**config.mk**
```make
export PLATFORM = sky130hd
export DESIGN_NAME = core_wb_arbiter
export DESIGN_NICKNAME = d
export VERILOG_FILES = /design/src/rtl/core_wb_arbiter_pkg.sv /design/src/rtl/core_wb_fifo.sv /design/src/rtl/core_wb_arbiter.sv
export SDC_FILE = /design/constraint.sdc
export NUM_CORES = 1
export LEC_CHECK = 0
export CAP_MARGIN = 20
export CORE_AREA = 5 5 158 160
export CTS_CLUSTER_DIAMETER = 120
export DETAILED_ROUTE_END_ITERATION = 7
export DIE_AREA = 0 0 163 165
export PLACE_DENSITY = 0.76
export SETUP_SLACK_MARGIN = 0.5
export SLEW_MARGIN = 5
export SYNTH_ARGS = -nofsm -noshare
export SYNTH_HDL_FRONTEND = slang
export SYNTH_SLANG_ARGS = --single-unit
```
**constraint.sdc**
```tcl
create_clock -name clk -period 3.9 [get_ports clk]
set_input_delay 0.78 -clock clk [delete_from_list [all_inputs] [get_ports clk]]
set_output_delay 0.78 -clock clk [all_outputs]
set_load 0.01 [all_outputs]
```
**src/rtl/core_wb_arbiter_pkg.sv**
```systemverilog
// Shared widths and grant-source encoding for the writeback arbiter.
// Both ports of the register file write path agree on these widths.
package core_wb_arbiter_pkg;

  localparam int CPU_RFIDX_WIDTH  = 5;
  localparam int CPU_RFDATA_WIDTH = 64;
  localparam int CPU_REGS_NUM     = 32;

  typedef enum logic [1:0] {
    GNT_NONE = 2'd0,
    GNT_PIPE = 2'd1,
    GNT_FIFO = 2'd2
  } gnt_src_e;

  function automatic logic [31:0] sat_inc32(input logic [31:0] value);
    return (value == 32'hFFFF_FFFF) ? value : value + 32'd1;
  endfunction

endpackage

```
**src/rtl/core_wb_fifo.sv**
```systemverilog
// Small synchronous FIFO holding MDU results (destination index plus data)
// until the register file write port is granted to them.
module core_wb_fifo
  import core_wb_arbiter_pkg::*;
#(
  parameter int DEPTH  = 2,
  parameter int IDX_W  = CPU_RFIDX_WIDTH,
  parameter int DATA_W = CPU_RFDATA_WIDTH
) (
  input  logic              clk,
  input  logic              rst,
  input  logic              push,
  input  logic [IDX_W-1:0]  push_idx,
  input  logic [DATA_W-1:0] push_data,
  input  logic              pop,
  output logic              full,
  output logic              empty,
  output logic [IDX_W-1:0]  head_idx,
  output logic [DATA_W-1:0] head_data
);

  localparam int AW = (DEPTH > 1) ? $clog2(DEPTH) : 1;

  logic [IDX_W-1:0]  mem_idx  [DEPTH];
  logic [DATA_W-1:0] mem_data [DEPTH];
  logic [AW-1:0]     wr_ptr;
  logic [AW-1:0]     rd_ptr;
  logic [AW:0]       count;
  logic              do_push;
  logic              do_pop;

  // A push into a full buffer is refused even when a pop frees a slot that cycle.
  assign do_push   = push & ~full;
  assign do_pop    = pop & ~empty;
  assign full      = (count == (AW+1)'(DEPTH));
  assign empty     = (count == '0);
  assign head_idx  = mem_idx[rd_ptr];
  assign head_data = mem_data[rd_ptr];

  always_ff @(posedge clk) begin
    if (do_push) begin
      mem_idx[wr_ptr]  <= push_idx;
      mem_data[wr_ptr] <= push_data;
    end
  end

  always_ff @(posedge clk) begin
    if (rst) begin
      wr_ptr <= '0;
      rd_ptr <= '0;
      count  <= '0;
    end else begin
      if (do_push) wr_ptr <= wr_ptr + AW'(1);
      if (do_pop)  rd_ptr <= rd_ptr + AW'(1);
      case ({do_push, do_pop})
        2'b10:   count <= count + (AW+1)'(1);
        2'b01:   count <= count - (AW+1)'(1);
        default: count <= count;
      endcase
    end
  end

endmodule

```
**src/rtl/core_wb_arbiter.sv**
```systemverilog
// Shares the register file write port between pipeline writeback and buffered
// MDU results, and tracks MDU-pending destinations to stall decode.
module core_wb_arbiter
  import core_wb_arbiter_pkg::*;
#(
  parameter int FIFO_DEPTH   = 2,
  parameter int STARVE_LIMIT = 4,
  parameter int IDX_W        = CPU_RFIDX_WIDTH,
  parameter int DATA_W       = CPU_RFDATA_WIDTH
) (
  input  logic              clk,
  input  logic              rst,
  input  logic              pipe_wb_valid,
  output logic              pipe_wb_ready,
  input  logic [IDX_W-1:0]  pipe_wb_idx,
  input  logic [DATA_W-1:0] pipe_wb_data,
  input  logic              mdu_iss_valid,
  output logic              mdu_iss_ready,
  input  logic [IDX_W-1:0]  mdu_iss_idx,
  input  logic              mdu_res_valid,
  output logic              mdu_res_ready,
  input  logic [IDX_W-1:0]  mdu_res_idx,
  input  logic [DATA_W-1:0] mdu_res_data,
  input  logic [IDX_W-1:0]  hz_r1_idx,
  input  logic [IDX_W-1:0]  hz_r2_idx,
  input  logic [IDX_W-1:0]  hz_rd_idx,
  output logic              hz_stall,
  output logic              rf_wen,
  output logic [IDX_W-1:0]  wr_indx,
  output logic [DATA_W-1:0] wr_data,
  output logic [31:0]       conflict_cnt
);

  localparam int REGS = 2 ** IDX_W;
  localparam int SW   = $clog2(STARVE_LIMIT + 1);
  localparam logic [SW-1:0] STARVE_MAX = SW'(STARVE_LIMIT);

  logic              fifo_full;
  logic              fifo_empty;
  logic              fifo_push;
  logic              fifo_pop;
  logic [IDX_W-1:0]  head_idx;
  logic [DATA_W-1:0] head_data;
  logic              force_fifo;
  logic              iss_fire;
  logic [SW-1:0]     starve_cnt;
  logic [REGS-1:0]   pend;
  logic [REGS-1:0]   pend_nxt;
  gnt_src_e          gnt;

  core_wb_fifo #(
    .DEPTH  (FIFO_DEPTH),
    .IDX_W  (IDX_W),
    .DATA_W (DATA_W)
  ) u_fifo (
    .clk       (clk),
    .rst       (rst),
    .push      (fifo_push),
    .push_idx  (mdu_res_idx),
    .push_data (mdu_res_data),
    .pop       (fifo_pop),
    .full      (fifo_full),
    .empty     (fifo_empty),
    .head_idx  (head_idx),
    .head_data (head_data)
  );

  assign force_fifo    = (starve_cnt == STARVE_MAX) & ~fifo_empty;
  assign fifo_push     = mdu_res_valid & ~fifo_full;
  assign fifo_pop      = (gnt == GNT_FIFO);
  assign pipe_wb_ready = ~force_fifo;
  assign mdu_res_ready = ~fifo_full;
  assign mdu_iss_ready = ~pend[mdu_iss_idx];
  assign iss_fire      = mdu_iss_valid & mdu_iss_ready & (mdu_iss_idx != '0);
  assign hz_stall      = pend[hz_r1_idx] | pend[hz_r2_idx] | pend[hz_rd_idx];

  // A starved FIFO head overrides the pipeline; otherwise the pipeline has priority.
  always_comb begin
    gnt = GNT_NONE;
    if (force_fifo)         gnt = GNT_FIFO;
    else if (pipe_wb_valid) gnt = GNT_PIPE;
    else if (!fifo_empty)   gnt = GNT_FIFO;
  end

  always_comb begin
    rf_wen  = 1'b0;
    wr_indx = pipe_wb_idx;
    wr_data = pipe_wb_data;
    case (gnt)
      GNT_PIPE: rf_wen = (pipe_wb_idx != '0);
      GNT_FIFO: begin
        wr_indx = head_idx;
        wr_data = head_data;
        rf_wen  = (head_idx != '0);
      end
      default: rf_wen = 1'b0;
    endcase
  end

  always_ff @(posedge clk) begin
    if (rst) begin
      starve_cnt   <= '0;
      conflict_cnt <= '0;
    end else begin
      if (fifo_empty || gnt == GNT_FIFO)
        starve_cnt <= '0;
      else if (gnt == GNT_PIPE && starve_cnt != STARVE_MAX)
        starve_cnt <= starve_cnt + SW'(1);
      if (!fifo_empty && gnt == GNT_PIPE)
        conflict_cnt <= sat_inc32(conflict_cnt);
    end
  end

  // Clearing on pop and setting on issue never target the same register in one cycle.
  always_comb begin
    pend_nxt = pend;
    if (fifo_pop) pend_nxt[head_idx] = 1'b0;
    if (iss_fire) pend_nxt[mdu_iss_idx] = 1'b1;
    pend_nxt[0] = 1'b0;
  end

  always_ff @(posedge clk) begin
    if (rst) pend <= '0;
    else     pend <= pend_nxt;
  end

endmodule

```
* Word-level counts from Yosys, hierarchy flattened
Memory sizes are Yosys's and may differ from the RTL's. A register that Yosys moved wholly into a read port is not among the register bits.
Cells that the tools add are included.
** Operators by class
- Add/subtract/negate cells :: 6
- Magnitude comparators :: 7
- Equality and inequality tests :: 8
- Multiplexer cells :: 27
- Bitwise logic cells :: 16
- Reductions and logical operators :: 13
** Operator list (number)
- 2-to-1 mux 32 bit :: 2
- 2-to-1 mux 64 bit :: 1
- adder 32 x 1 -> 32 bit, second input constant :: 1
- bitwise AND 32 bit :: 1
- == test 32 bit, second input constant :: 1
- inverter 32 bit :: 1
- OR 32 bit :: 1
- less-than comparator 5 x 6 -> 1 bit, second input constant :: 5
- binary-select mux 1 bit (select 5 bit) :: 4
- nonzero test 5 bit :: 3
- 2-to-1 mux 1 bit :: 12
- demux 1 bit (select 5 bit) :: 2
- >= comparator 5 x 1 -> 1 bit, second input constant :: 2
- bitwise AND 1 bit :: 6
- == test 2 bit, second input constant :: 3
- 2-to-1 mux 2 bit :: 3
- 2-to-1 mux 5 bit :: 1
- inverter 1 bit :: 5
- == test 2 x 1 -> 1 bit, second input constant :: 2
- logical AND 1 bit :: 4
- one-hot mux 2 bit (2 select lines) :: 1
- adder 3 x 1 -> 3 bit, second input constant :: 1
- == test 3 bit, second input constant :: 1
- inequality test 3 bit, second input constant :: 1
- other kinds (11) :: 13
** Word-level totals
- Flip-flop bits (word level) :: 71
- RAM bits :: 138
- Bits of input ports :: 163
- Output and inout bits :: 106
- Word-level logic and storage cells :: 86
- Memories kept :: 2
** Memory list
- u_fifo.mem_data :: words 2, bits a word 64, read ports 1, clocked after Yosys merged registers in 1, wr ports 1, line core_wb_fifo.sv:25 : logic [DATA_W-1:0] mem_data [DEPTH];
- u_fifo.mem_idx :: words 2, bits a word 5, read ports 1, clocked after Yosys merged registers in 1, wr ports 1, line core_wb_fifo.sv:24 : logic [IDX_W-1:0] mem_idx [DEPTH];

* Logic depth before layout (Yosys ltp)
- Word-level depth :: 9
- Mapped depth :: 12
- Mapped depth without buffers :: 12

* By module
From an unflattened synthesis, not the netlist that was laid out.
** Second synthesis, totals
- Cells, all modules :: 838
- Area, all modules :: 10730.3 µm²
** Modules (own cells, without submodules)
- core_wb_arbiter :: instances 1, cells an instance 597, area each 5540.3 µm², sequential area each 1321.3 µm²
- core_wb_fifo :: instances 1, cells an instance 241, area each 5190.0 µm², sequential area each 4244.1 µm²

* Least setup slack after synthesis
No wires, ideal clock.
- Path type :: input to register
- Start :: input mdu_res_valid
- End :: memory u_fifo.mem_data[0][0] (netlist bit), enable pin
- Setup time :: 0.496 ns
- Data arrival time :: 3.756 ns
- Data required time :: 3.404 ns
- Path slack :: -0.353 ns
- Stages :: 2
- Path buffers :: 0
- Path through :: nand2_1 -> nor2_1
** Between the ends
- Cells in the longest elaborated chain, start to end :: 4
** Ends and longest elaborated chain
- start: declaration :: line core_wb_arbiter.sv:20 : input logic mdu_res_valid,
- bitwise AND 1 bit :: line core_wb_arbiter.sv:69 : assign fifo_push = mdu_res_valid & ~fifo_full;
- bitwise AND 1 bit :: line core_wb_fifo.sv:33 : assign do_push = push & ~full;
- 2-to-1 mux 1 bit :: line core_wb_fifo.sv:41 : if (do_push) begin
- 2-to-1 mux 1 bit (not written as such) :: line core_wb_fifo.sv:43 : mem_data[wr_ptr] <= push_data;
- end: declaration :: line core_wb_fifo.sv:25
Every way passes these cells.

* Worst setup path after layout
- Start :: input hz_r2_idx[0]
- End :: output hz_stall
** Between the ends
- Cells in the longest elaborated chain, start to end :: 4
** Ends and longest elaborated chain
- start: declaration :: line core_wb_arbiter.sv:25 : input logic [IDX_W-1:0] hz_r2_idx,
- binary-select mux 1 bit (select 5 bit) :: line core_wb_arbiter.sv:75 : assign hz_stall = pend[hz_r1_idx] | pend[hz_r2_idx] | pend[hz_rd_idx];
- 2-to-1 mux 1 bit (not written as such) :: line core_wb_arbiter.sv:75
- OR 1 bit (2 in a row) :: line core_wb_arbiter.sv:75
- end: declaration :: line core_wb_arbiter.sv:27 : output logic hz_stall,
Every way passes these cells. The select of a mux whose other input is x is not followed.

==> results.txt <==
Static Leak - 4.972 nW
Core Rows - 56
gr ovfl total - 0
Cells after DPL - 1,474
Vias - 8,634
startpoint types - primary input
Final Slew Violations - 0
Crit. Startpoint - hz_r2_idx[0]
die width - 163 um
Sequential Area - 5572 um^2
Multi-input gate area - 4353 um^2
die area - 26,900 um^2
worst hold margin - 0.5047 ns
register area share after synthesis - 0.5509
Max Fclk - 295.2 MHz
DRT Pass-1 Iters - 5
gpl congestion - 0.9314
drt initial violations - 634
WL per Instance - 20.00 um
CTS sink cnt - 209
drt total wl - 30,780 um
I/O pin count - 269
Top Usage Layer GRT - met2
M1 GR Usage - 0.2572
Crit Path Class - primary input to output pin
initial core utilization - 0.4343
top_reg_cell synth - edfxtp_1
worst skew pair latency - 0.51 ns
Worst slew margin - 0.3245
met3 GRT Util - 0.05715
Die Y-Extent - 165 um
layout cell share with drive strength beyond 1 - 0.1805
RSZ-0062 raised after global routing - yes
Setup Skew - 0.01004 ns
Final Cell Area - 14,340 um^2
number of max-cap violations - 0
Final Cycle Share - 0.8685
Syn Area/Cell - 11.13 um^2
number of global-route vias before repair - 8,477
non-filler instance count after layout - 1,539
number of cells produced by synthesis - 908
Hold Crit Class - flop to flop
Via density - 5.610
DRC violations left - 0
Worst-Margin Slew - 1.013 ns
Synthesis Warnings - 0
met2 usage - 0.3836
# setup viols final - 0
CTS tree - built
initial antenna violation count - 2
Bufs on Longest Clock Path - 3
cts hold-fix bufs - 0
PwrDens - 410.5 nW/um^2
H-Tree Depth - 1
largest net degree at the start of global routing - 70
Setup TNS - 0 ns
RR Startpoint - conflict_cnt[0]
Worst EP arrival - 2.61 ns
syn_nets - 1,078
final hold viol count - 0
Clock transition at path regs - 0.06 ns
Root Driver - clkbuf_16
fill cell count - 1,880
crit path max fanout - 8
DP Area - 13,320 um^2
Netlist cell types - 57
FFs w/ async S/R, synth - 0
core area - 23,260 um^2
Global Route Usage Sum - 0.2153
hold path start - u_fifo.rd_ptr
number of nets in the layout - 1,374
synthesized cell area - 10,100 um^2
flops & latches, synth - 209
first-pass GRT wire length - 45,740 um
Post-synth EDFFs - 138
DP Wirelength - 20,760 um
I/O Buffers - 268
Critical Path End Type - output pin
post-route ant nets - 0
Worst VDD drop - 0.0003414 V
total CTS buffers - 24
status - finished clean
CP Data Required Time - 3.12 ns
area growth from synthesis to layout - 41.99%
post-layout min period - 3.387 ns
## synth_stat cells, types with 7 or more instances
library cell  number  area (um^2)
edfxtp_1         138         4144
a21oi_1          120        600.6
nor2_1            92        345.3
mux2i_1           81        810.8
dfxtp_1           71         1421
o21ai_0           51        255.2
nand2_1           48        180.2
clkbuf_1          41        153.9
nand3_1           27        135.1
mux4_2            22        495.5
nor2b_1           19        118.9
inv_1             16        60.06
o31ai_1           15        112.6
or3_1             15        93.84
or4_1             13        97.59
mux2_2            10        112.6
nand4_1           10        62.56
buf_1              9        33.78
and3_1             8        50.05
nand2b_1           8        50.05
ha_1               7        87.58
nor3b_1            7        52.55
o22ai_1            7        43.79
## kinds of logic after synthesis
kind of cell	Yosys count	synth area share
adders and majority gates	7	0.008669
and+or+nand+nor	281	0.1450
AOI/OAI and AO/OA	216	0.1189
xor gates and xnor gates	9	0.007802
DFF	209	0.5509
muxes	113	0.1405
buffers and inverters	73	0.02824
## metrics by stage
| stage | total power [W] | worst slack (ns) | utilization |
|---|---|---|---|
| finish | 0.005889 | 0.5127 | 0.6166 |
| global route | 0.006119 | 0.4204 | 0.6165 |
| CTS | 0.005932 | 0.4890 | 0.6141 |
| detailed placement | 0.003587 | -0.1522 | 0.5725 |
| global placement | 0.003562 | -0.1144 | 0.5725 |
| floorplan | 0.003056 | 0.6124 | - |
## area by class of cell
| class | count | area share |
|---|---|---|
| sequential | 209 | 0.3884 |
| timing repair buffer | 327 | 0.2195 |
| inverter | 16 | 0.004361 |
| clock buffer | 28 | 0.04440 |
| tap | 319 | 0.02783 |
| clock inverter | 13 | 0.01186 |
| multi-input combinational | 626 | 0.3035 |
| antenna | 1 | 0.0001745 |
## placed cells by master (no fill, tap or decap), drive strengths merged, types with 4 or more instances in the layout
master | netlist | final
buf | 15 | 107
clkdlybuf4s15 | 0 | 16
nor3b | 7 | 7
or3 | 15 | 15
mux4 | 22 | 22
clkdlybuf4s50 | 0 | 188
mux2 | 10 | 10
bufinv | 0 | 4
nor2b | 19 | 19
o31ai | 15 | 15
inv | 16 | 17
dfxtp | 71 | 71
a21oi | 120 | 120
and4 | 4 | 4
xor2 | 5 | 5
o21ai | 52 | 52
and3 | 8 | 8
nand4 | 12 | 12
mux2i | 81 | 81
ha | 7 | 7
nor2 | 92 | 92
nor3 | 4 | 4
clkinv | 0 | 6
nor4b | 4 | 4
edfxtp | 138 | 138
dlygate4sd2 | 0 | 4
nor4 | 4 | 4
o22ai | 7 | 7
clkbuf | 42 | 37
nand3 | 27 | 27
or4 | 14 | 14
xnor2 | 4 | 4
nand2 | 48 | 48
nand2b | 8 | 8
## where the power goes
part | total (W) | switching [W] | internal, W | leakage, nW
sequential | 0.00259 | 0.0000582 | 0.00253 | 1.87
combinational | 0.000983 | 0.000508 | 0.000475 | 2.72
clock | 0.00232 | 0.000890 | 0.00143 | 0.389
## flip-flops by register name, summed over array words and instances (netlist names), named ones only
signal and cells:
pend 31, u_fifo.mem_data 128, u_fifo.count 2, starve_cnt 3
conflict_cnt 32, u_fifo.rd_ptr 1, u_fifo.wr_ptr 1, u_fifo.mem_idx 10
## path summary, 6_finish.rpt
| kind | cells after the start | slack (ns) | to |
|---|---|---|---|
| hold / removal | 2 | 0.50 | flop |
| hold reg to reg | 2 | 0.50 | flop |
| setup reg to reg | 7 | 0.88 | conflict_cnt[9] |
| setup / recovery | 8 | 0.51 | hz_stall |
## metal layers
layer  up-vias  share of wire
li1       4056              -
met1      4124           0.38
met2       382           0.50
met3        68          0.090
met4         4          0.029
met5         -        0.00084
## critical path, stage by stage
cell	delay (ns)
clkdlybuf4s50_1	0.47
buf_6	0.15
mux4_2	0.49
nor2_1	0.10
nor4b_1	0.08
nor4b_2	0.27
nand4_1	0.12
buf_2	0.15
## repair_timing
item,4_1_cts,5_1_grt
pin swaps,3,3
cloned,6,2
resized for setup,281,28
setup endpoints to repair,72,52
buffers inserted,11,4
No activity file was read; power rests on OpenSTA's default activity.
